File: config.mk
export PLATFORM = sky130hd
export DESIGN_NAME = fifo_stream_reader
export DESIGN_NICKNAME = d
export VERILOG_FILES = /design/src/rtl/fifo_stream_reader.sv
export SDC_FILE = /design/constraint.sdc
export NUM_CORES = 1
export LEC_CHECK = 0
export BUFFER_PORTS_ARGS = -buffer_cell sky130_fd_sc_hd__buf_2
export CAP_MARGIN = 20
export CORE_MARGIN = 5
export CORE_UTILIZATION = 30
export CTS_CLUSTER_SIZE = 8
export DETAILED_ROUTE_END_ITERATION = 10
export PLACE_DENSITY = 0.6
export SLEW_MARGIN = 20
export SYNTH_ARGS = -nofsm -noshare
export SYNTH_HDL_FRONTEND = slang
export SYNTH_SLANG_ARGS = --single-unit
File: constraint.sdc
create_clock -name clk -period 2.4 [get_ports clk]
set_input_delay 0.12 -clock clk [delete_from_list [all_inputs] [get_ports clk]]
set_output_delay 0.12 -clock clk [all_outputs]
set_load 0.03 [all_outputs]
File: src/rtl/fifo_stream_reader.sv
// Drains a synchronous FIFO into a valid/ready stream, framing bursts of BURST_LEN beats
// with tlast; short bursts are closed by an idle timeout or a flush pulse.
module fifo_stream_reader #(
  parameter int DATA_WIDTH = 8,
  parameter int ADDR_WIDTH = 4,
  parameter int BURST_LEN  = 4,
  parameter int TIMEOUT    = 15
) (
  input  logic                  clk,
  input  logic                  rst,
  output logic                  fifo_r_en,
  input  logic [DATA_WIDTH-1:0] fifo_r_data,
  input  logic                  fifo_is_empty,
  input  logic [ADDR_WIDTH:0]   fifo_data_avail,
  input  logic                  flush,
  output logic                  m_tvalid,
  input  logic                  m_tready,
  output logic [DATA_WIDTH-1:0] m_tdata,
  output logic                  m_tlast,
  output logic                  busy
);

  // state | meaning
  // IDLE  | waiting for a full burst, timeout or flush
  // ARM   | latch burst size from FIFO occupancy
  // READ  | popping words into the output buffer
  // DRAIN | all words popped, emptying the buffer up to tlast
  localparam logic [1:0] IDLE  = 2'd0;
  localparam logic [1:0] ARM   = 2'd1;
  localparam logic [1:0] READ  = 2'd2;
  localparam logic [1:0] DRAIN = 2'd3;

  localparam int CW = ADDR_WIDTH + 1;
  localparam logic [CW-1:0] BURST = CW'(BURST_LEN);
  localparam logic [CW-1:0] ONE   = CW'(1);
  localparam logic [7:0]    TMO   = 8'(TIMEOUT);

  logic [1:0]            state, state_nxt;
  logic [7:0]            wait_cnt;
  logic                  flush_pend;
  logic [CW-1:0]         rd_left, tx_left, tgt;
  logic                  inflight;
  logic [1:0]            buf_cnt;
  logic [DATA_WIDTH-1:0] buf0, buf1;
  logic                  busy_q;
  logic                  xfer, last_xfer, pop, start;

  assign m_tvalid  = (buf_cnt != 2'd0);
  assign m_tdata   = buf0;
  assign m_tlast   = m_tvalid && (tx_left == ONE);
  assign xfer      = m_tvalid && m_tready;
  assign last_xfer = xfer && m_tlast;
  assign busy      = busy_q;
  assign tgt       = (fifo_data_avail < BURST) ? fifo_data_avail : BURST;
  assign start     = (fifo_data_avail >= BURST) || (wait_cnt == TMO) || flush || flush_pend;

  // The beat leaving this cycle frees a slot, which keeps throughput at one beat per cycle.
  assign pop = (state == READ) && (rd_left != '0) && !fifo_is_empty &&
               (({1'b0, buf_cnt} + {2'b00, inflight}) < (3'd2 + {2'b00, xfer}));
  assign fifo_r_en = pop;

  always_comb begin
    state_nxt = state;
    case (state)
      IDLE:    if (start) state_nxt = ARM;
      ARM:     state_nxt = (tgt == '0) ? IDLE : READ;
      READ:    if (pop && rd_left == ONE) state_nxt = DRAIN;
      DRAIN:   if (last_xfer) state_nxt = IDLE;
      default: state_nxt = IDLE;
    endcase
  end

  always_ff @(posedge clk or posedge rst) begin
    if (rst) begin
      state      <= IDLE;
      busy_q     <= 1'b0;
      wait_cnt   <= 8'd0;
      flush_pend <= 1'b0;
      rd_left    <= '0;
      tx_left    <= '0;
      inflight   <= 1'b0;
      buf_cnt    <= 2'd0;
      buf0       <= '0;
      buf1       <= '0;
    end else begin
      state    <= state_nxt;
      busy_q   <= (state_nxt != IDLE);
      inflight <= pop;

      if (state != IDLE || state_nxt != IDLE || fifo_is_empty) wait_cnt <= 8'd0;
      else if (wait_cnt < TMO) wait_cnt <= wait_cnt + 8'd1;

      // A pending flush is consumed by the burst armed now; later pulses queue a new one.
      if (flush && state != IDLE) flush_pend <= 1'b1;
      else if (state == ARM)      flush_pend <= 1'b0;

      if (state == ARM) begin
        rd_left <= tgt;
        tx_left <= tgt;
      end else begin
        if (pop)  rd_left <= rd_left - ONE;
        if (xfer) tx_left <= tx_left - ONE;
      end

      case ({inflight, xfer})
        2'b10: begin
          if (buf_cnt == 2'd0) buf0 <= fifo_r_data;
          else                 buf1 <= fifo_r_data;
          buf_cnt <= buf_cnt + 2'd1;
        end
        2'b01: begin
          buf0    <= buf1;
          buf_cnt <= buf_cnt - 2'd1;
        end
        2'b11: begin
          if (buf_cnt == 2'd1) buf0 <= fifo_r_data;
          else begin
            buf0 <= buf1;
            buf1 <= fifo_r_data;
          end
        end
        default: ;
      endcase
    end
  end

endmodule

==> impl_metrics.py, run 1 <==
metrics = {
    "routing": {
        "vias": 1528,
        "first_pass_iters": 4,
        "finalWirelength_mm": 4.26,
        "wl_per_cell_um": 13.4,
        "drc": 0,
        "antenna_left": 0,
        "drtIter0Drc": 41,
        "vias_per_cell": 4.82,
    },
    "cells_and_area": {
        "n_fill_cell": 685,
        "drive_gt1_share_pct": 26.2,
        "syn_to_final_growth_pct": 19.5,
        "instances_no_fill": 317,
        "regArea_mm2": 0.00103,
        "nNetsFinal": 268,
        "num_antenna_cells": 0,
        "multi_input_comb_area_um2": 965,
    },
    "power": {
        "powerDensity_mw_per_mm2": 1260,
        "leakage_nw": 1.16,
        "ir_drop_uv": 293,
    },
    "placement": {
        "hpwl_mm": 3.08,
        "port_buffers": 29,
        "place_congestion": 0.827,
        "placed_cells": 306,
    },
    "synthesis": {
        "syn_nets": 226,
        "synth_area_leaders": "dfrtp_1, ha_1, mux2_2",
        "ys_seq_area_share_pct": 49.6,
        "ys_warn_count": 0,
        "synth_seq_cells": 41,
        "synth_cell_types": 41,
        "synthCells": 195,
        "netlist.area_leader.share_pct": 49.6,
        "syn_avg_cell_area_um2": 10.6,
        "syn_area_mm2": 0.00207,
        "synth_top_area_cell": "dfrtp_1",
    },
    "worst_setup_path": {
        "critPathMaxFanout": 5,
        "crit_arrival_ns": 2.18,
        "crit_type": "flip-flop to output port",
        "crit_path_start_kind": "flip-flop",
        "required_ns": 2.28,
        "worstSetupEndpointType": "output port",
    },
    "clock_tree": {
        "clock_latency_ns": 0.29,
        "numCtsBuffers": 5,
        "cts-root-buf": "clkbuf_8",
        "tritoncts": "built",
        "cts_sinks": 41,
        "clockBufferDepth": 2,
        "clk_pin_slew_ns": 0.08,
        "ctsHtreeMaxLevel": 2,
    },
    "sta": {
        "max-slew-margin-rel_pct": 59.1,
        "post-route-min-period_ns": 2.30,
        "period_share_pct": 95.9,
        "maxSlewViolCount": 0,
        "timing.setup.tns_ns": 0,
        "setup-violations-final": 0,
        "rsz0062_at_grt": "false",
        "clock-skew-final_ns": 0.00786,
        "finalHoldViolCount": 0,
        "tightest_slew_ns": 0.609,
        "max_freq_mhz": 435,
        "whs_ns": 0.0678,
    },
    "die": {
        "die_width_um": 93.0,
        "die_h_um": 93.0,
        "io_pins": 30,
        "fp.coreArea_mm2": 0.00676,
        "dieArea_mm2": 0.00865,
        "rows": 30,
        "start_util_pct": 30.6,
    },
    "grt": {
        "grt_overflow": 0,
        "track_usage_pct": 10.4,
        "grt_pass1_vias": 1511,
        "antenna_found_initial": 1,
        "grt_max_degree": 42,
        "grt_pass1_wl_mm": 7.15,
    },
    "run": {
        "timing.max_cap.violations": 0,
    },
    "worst_hold_path": {
        "hold_path.class": "input port to flip-flop",
    },
    "outcome": {
        "status": "completed",
    },
}
[area by class of cell]
type,count,area share (%)
multi-input cells,138,39.1
flip-flops and latches,41,41.6
inverters,11,1.67
well taps,80,4.05
clock buffers,5,2.79
clock inverters,2,1.42
repair buffers,40,9.42
[stage by stage]
step,util [%],total power [W],cell area (um2),worst slack [ns]
final,36.6,0.00310,2470,0.0991
after detailed placement,34.5,0.00253,2330,0.228
after global routing,36.6,0.00336,2470,0.00119
after floorplan,-,0.00218,2070,0.0527
after CTS,36.2,0.00309,2440,0.00314
after global placement,34.5,0.00251,2330,0.288
[final timing paths]
kind,start,to,slack [ns],depth (start not counted)
min in group asynchronous,rst,buf1[1],0.49,4
max in group asynchronous,rst,inflight,1.51,4
setup reg to reg,inflight,rd_left[1],0.17,8
hold reg to reg,m_tdata[1],m_tdata[1],0.49,2
setup / recovery,inflight,fifo_r_en,0.1,6
hold / removal,flush,flush_pend,0.07,3
[critical path, stage by stage, from the launching register on]
cell and delay [ns]:
dfrtp_2 0.44, ha_1 0.21, ha_1 0.17, or4b_4 0.48
a221oi_2 0.22, buf_4 0.18, clkbuf_4 0.18
[cell families (layout without fill, tap and decap cells)]
group | Yosys count | count (layout) | synth area share, %
AND/OR/NAND/NOR | 64 | 64 | 16.6
AO/OA/AOI/OAI | 43 | 43 | 13.4
flip-flops | 41 | 41 | 49.6
buffers and inverters | 16 | 58 | 3.69
adder cells (fa/ha/maj) | 13 | 13 | 7.87
multiplexers | 10 | 10 | 5.33
XOR/XNOR | 8 | 8 | 3.39
[sequential cells by signal, summed over array words and instances (netlist names)]
register	cells
m_tdata	8
tx_left	5
buf_cnt	2
inflight	1
rd_left	5
busy	1
buf1	8
flush_pend	1
wait_cnt	8
state	2
[cells in the final DEF, fill, tap and decap left out, drive strengths merged, types with 2 or more instances in the layout]
cell type and count:
dfrtp 41, buf 38, nand2 18, ha 13, a21oi 12, o21ai 11, inv 11, nor2 9
nor3 8, mux2 8, a22oi 8, clkbuf 6, nand3 5, and2 5, xnor2 5, nor4 4
xor2 3, nand3b 2, mux2i 2, nor2b 2, or3b 2, a31oi 2, or2b 2
[synth_stat cells]
library cell	number
o311ai_0	1
a21bo_2	1
inv_1	11
and2_1	5
nand3b_1	2
nand2_1	18
mux2i_1	2
xor2_1	3
a221oi_2	1
a21oi_1	12
mux2_2	8
o211a_1	1
a31o_2	1
nand2b_1	1
o211ai_1	1
dfrtp_1	41
a211oi_1	1
and4bb_2	1
a22oi_1	8
or4_1	1
clkbuf_1	2
xnor2_1	5
nor2_1	9
o21a_1	1
nor3_1	8
and3_1	1
buf_6	2
or3b_2	2
or2b_1	2
o21bai_1	1
or3_1	1
buf_2	1
nor2b_1	2
nor4b_1	1
or4b_4	1
nor4_1	4
o21ai_0	11
a31oi_1	2
ha_1	13
a21o_1	1
nand3_1	5
[repair_timing]
item / in CTS / in global routing
hold endpoints to repair: 41 / 0
endpoints found under the setup margin: 0 / 1
buffers inserted: 0 / 3
resized for setup: 0 / 2
hold buffers: 1 / 0
[per-layer routing]
layer  routed length (um)  GRT usage, %  vias up
li1                     -             -      770
met1                 2060          13.4      724
met2                 1920          16.1       23
met3                  187          2.98        9
met4                   78          4.76        2
met5                    7             0        -
[report_power, final]
part	switching, W	internal, W
Clock	0.000239	0.000303
Combinational	0.000759	0.000640
Sequential	0.000198	0.000962
Power figures use the tool's default switching activity.
==> run 2: changes to the inputs <==
--- a/config.mk
+++ b/config.mk
@@ -11,7 +11,7 @@
 export CORE_UTILIZATION = 30
 export CTS_CLUSTER_SIZE = 8
 export DETAILED_ROUTE_END_ITERATION = 10
-export PLACE_DENSITY = 0.6
+export PLACE_DENSITY = 0.58
 export SLEW_MARGIN = 20
 export SYNTH_ARGS = -nofsm -noshare
 export SYNTH_HDL_FRONTEND = slang
==> constraint.sdc (replaced) <==
create_clock -name clk -period 2.7 [get_ports clk]
set_input_delay 0.135 -clock clk [delete_from_list [all_inputs] [get_ports clk]]
set_output_delay 0.135 -clock clk [all_outputs]
set_load 0.03 [all_outputs]
==> impl_metrics.py, run 2 (synthesis gave the netlist of run 1 again) <==
metrics = {
    "sta": {
        "max_freq_mhz": 422,
        "finalHoldViolCount": 0,
        "max-slew-margin-rel_pct": 60.2,
        "period_share_pct": 87.8,
        "timing.setup.tns_ns": 0,
        "whs_ns": 0.0785,
        "post-route-min-period_ns": 2.37,
        "tightest_slew_ns": 0.592,
        "clock-skew-final_ns": 0.00845,
        "maxSlewViolCount": 0,
        "setup-violations-final": 0,
        "rsz0062_at_grt": "false",
    },
    "worst_setup_path": {
        "worstSetupEndpointType": "output port",
        "crit_path_start_kind": "flip-flop",
        "crit_arrival_ns": 2.23,
        "crit_type": "flip-flop to output port",
        "critPathMaxFanout": 11,
        "required_ns": 2.57,
    },
    "clock_tree": {
        "cts-root-buf": "clkbuf_8",
        "tritoncts": "built",
        "cts_sinks": 41,
        "clock_latency_ns": 0.29,
        "cts_setup_buffers": 0,
        "cts-resized-gates": 0,
        "ctsHtreeMaxLevel": 2,
        "clk_pin_slew_ns": 0.08,
        "cts_hold_buf": 1,
        "numCtsBuffers": 5,
        "clockBufferDepth": 2,
    },
    "routing": {
        "drtIter0Drc": 15,
        "vias_per_cell": 4.82,
        "first_pass_iters": 4,
        "vias": 1504,
        "finalWirelength_mm": 4.13,
        "antenna_left": 0,
        "wl_per_cell_um": 13.2,
        "drc": 0,
    },
    "die": {
        "die_h_um": 93.0,
        "rows": 30,
        "dieArea_mm2": 0.00865,
        "io_pins": 30,
        "fp.coreArea_mm2": 0.00676,
        "die_width_um": 93.0,
        "start_util_pct": 30.6,
    },
    "power": {
        "leakage_nw": 1.13,
        "powerDensity_mw_per_mm2": 1090,
        "ir_drop_uv": 311,
        "total_power_w": 0.00263,
    },
    "grt": {
        "grt_max_degree": 42,
        "grt_overflow": 0,
        "track_usage_pct": 10.1,
        "met1_usage_pct": 12.4,
        "grt_pass1_wl_mm": 6.84,
        "use_met2_pct": 15.8,
        "grt_use_met3_pct": 3.22,
        "antenna_found_initial": 0,
        "busiest_layer": "met2",
        "grt_pass1_vias": 1481,
    },
    "outcome": {
        "status": "completed",
    },
    "cells_and_area": {
        "drive_gt1_share_pct": 24.1,
        "syn_to_final_growth_pct": 16.8,
        "final_cell_mix": "dfrtp_1, buf_2, nand2_1",
        "finish.instance_area_mm2": 0.00241,
        "final_common_cell": "dfrtp_1",
        "num_antenna_cells": 0,
        "nNetsFinal": 263,
        "n_fill_cell": 694,
    },
    "worst_hold_path": {
        "hold_path.class": "input port to flip-flop",
    },
    "run": {
        "timing.max_cap.violations": 0,
    },
    "placement": {
        "place_congestion": 0.778,
        "dpl_cell_area_mm2": 0.00231,
        "port_buffers": 29,
        "hpwl_mm": 3.02,
    },
}
## run 2: per-layer routing
layer / vias up / routed length, um
li1: 763 / -
met5: - / 0
met3: 5 / 157
met2: 20 / 1950
met4: 0 / 77
met1: 716 / 1950
## run 2: worst paths after layout
kind	cells after the start	slack (ns)	end	from
setup / recovery	6	0.33	fifo_r_en	inflight
hold reg to reg	2	0.48	m_tdata[6]	m_tdata[6]
min in group asynchronous	4	0.51	wait_cnt[5]	rst
max in group asynchronous	4	1.83	tx_left[3]	rst
hold / removal	3	0.08	flush_pend	flush
setup reg to reg	9	0.39	buf1[1]	buf_cnt[0]
## run 2: layout make-up
type / instances / area, um2 / share of cell area [%]
clock inverter: 1 / 7.51 / 0.311
timing repair buffer: 35 / 193 / 7.98
multi-input combinational: 138 / 965 / 39.9
tap: 80 / 100 / 4.15
clock buffer: 6 / 82.6 / 3.42
inverter: 11 / 41.3 / 1.71
sequential: 41 / 1030 / 42.5
## run 2: worst max-delay path: stages (launching register included)
cell and delay (ns):
dfrtp_1 0.44, ha_1 0.23, ha_1 0.17, or4b_4 0.47, a221oi_2 0.20, buf_4 0.21
buf_2 0.21
## run 2: stage by stage
step | util [%] | instances | worst slack, ns
6_report | 35.7 | 312 | 0.331
5_1_grt | 35.7 | 312 | 0.212
4_1_cts | 35.7 | 312 | 0.310
3_5_place_dp | 34.3 | 304 | 0.392
3_3_place_gp | 34.3 | 304 | 0.506
2_1_floorplan | - | 195 | 0.353
## run 2: report_power, final
| part | total, W | switching [W] | internal [W] |
|---|---|---|---|
| registers | 0.00104 | 0.000182 | 0.000853 |
| clock network | 0.000413 | 0.000211 | 0.000202 |
| logic | 0.00118 | 0.000653 | 0.000526 |
| total | 0.00263 | 0.00105 | 0.00158 |
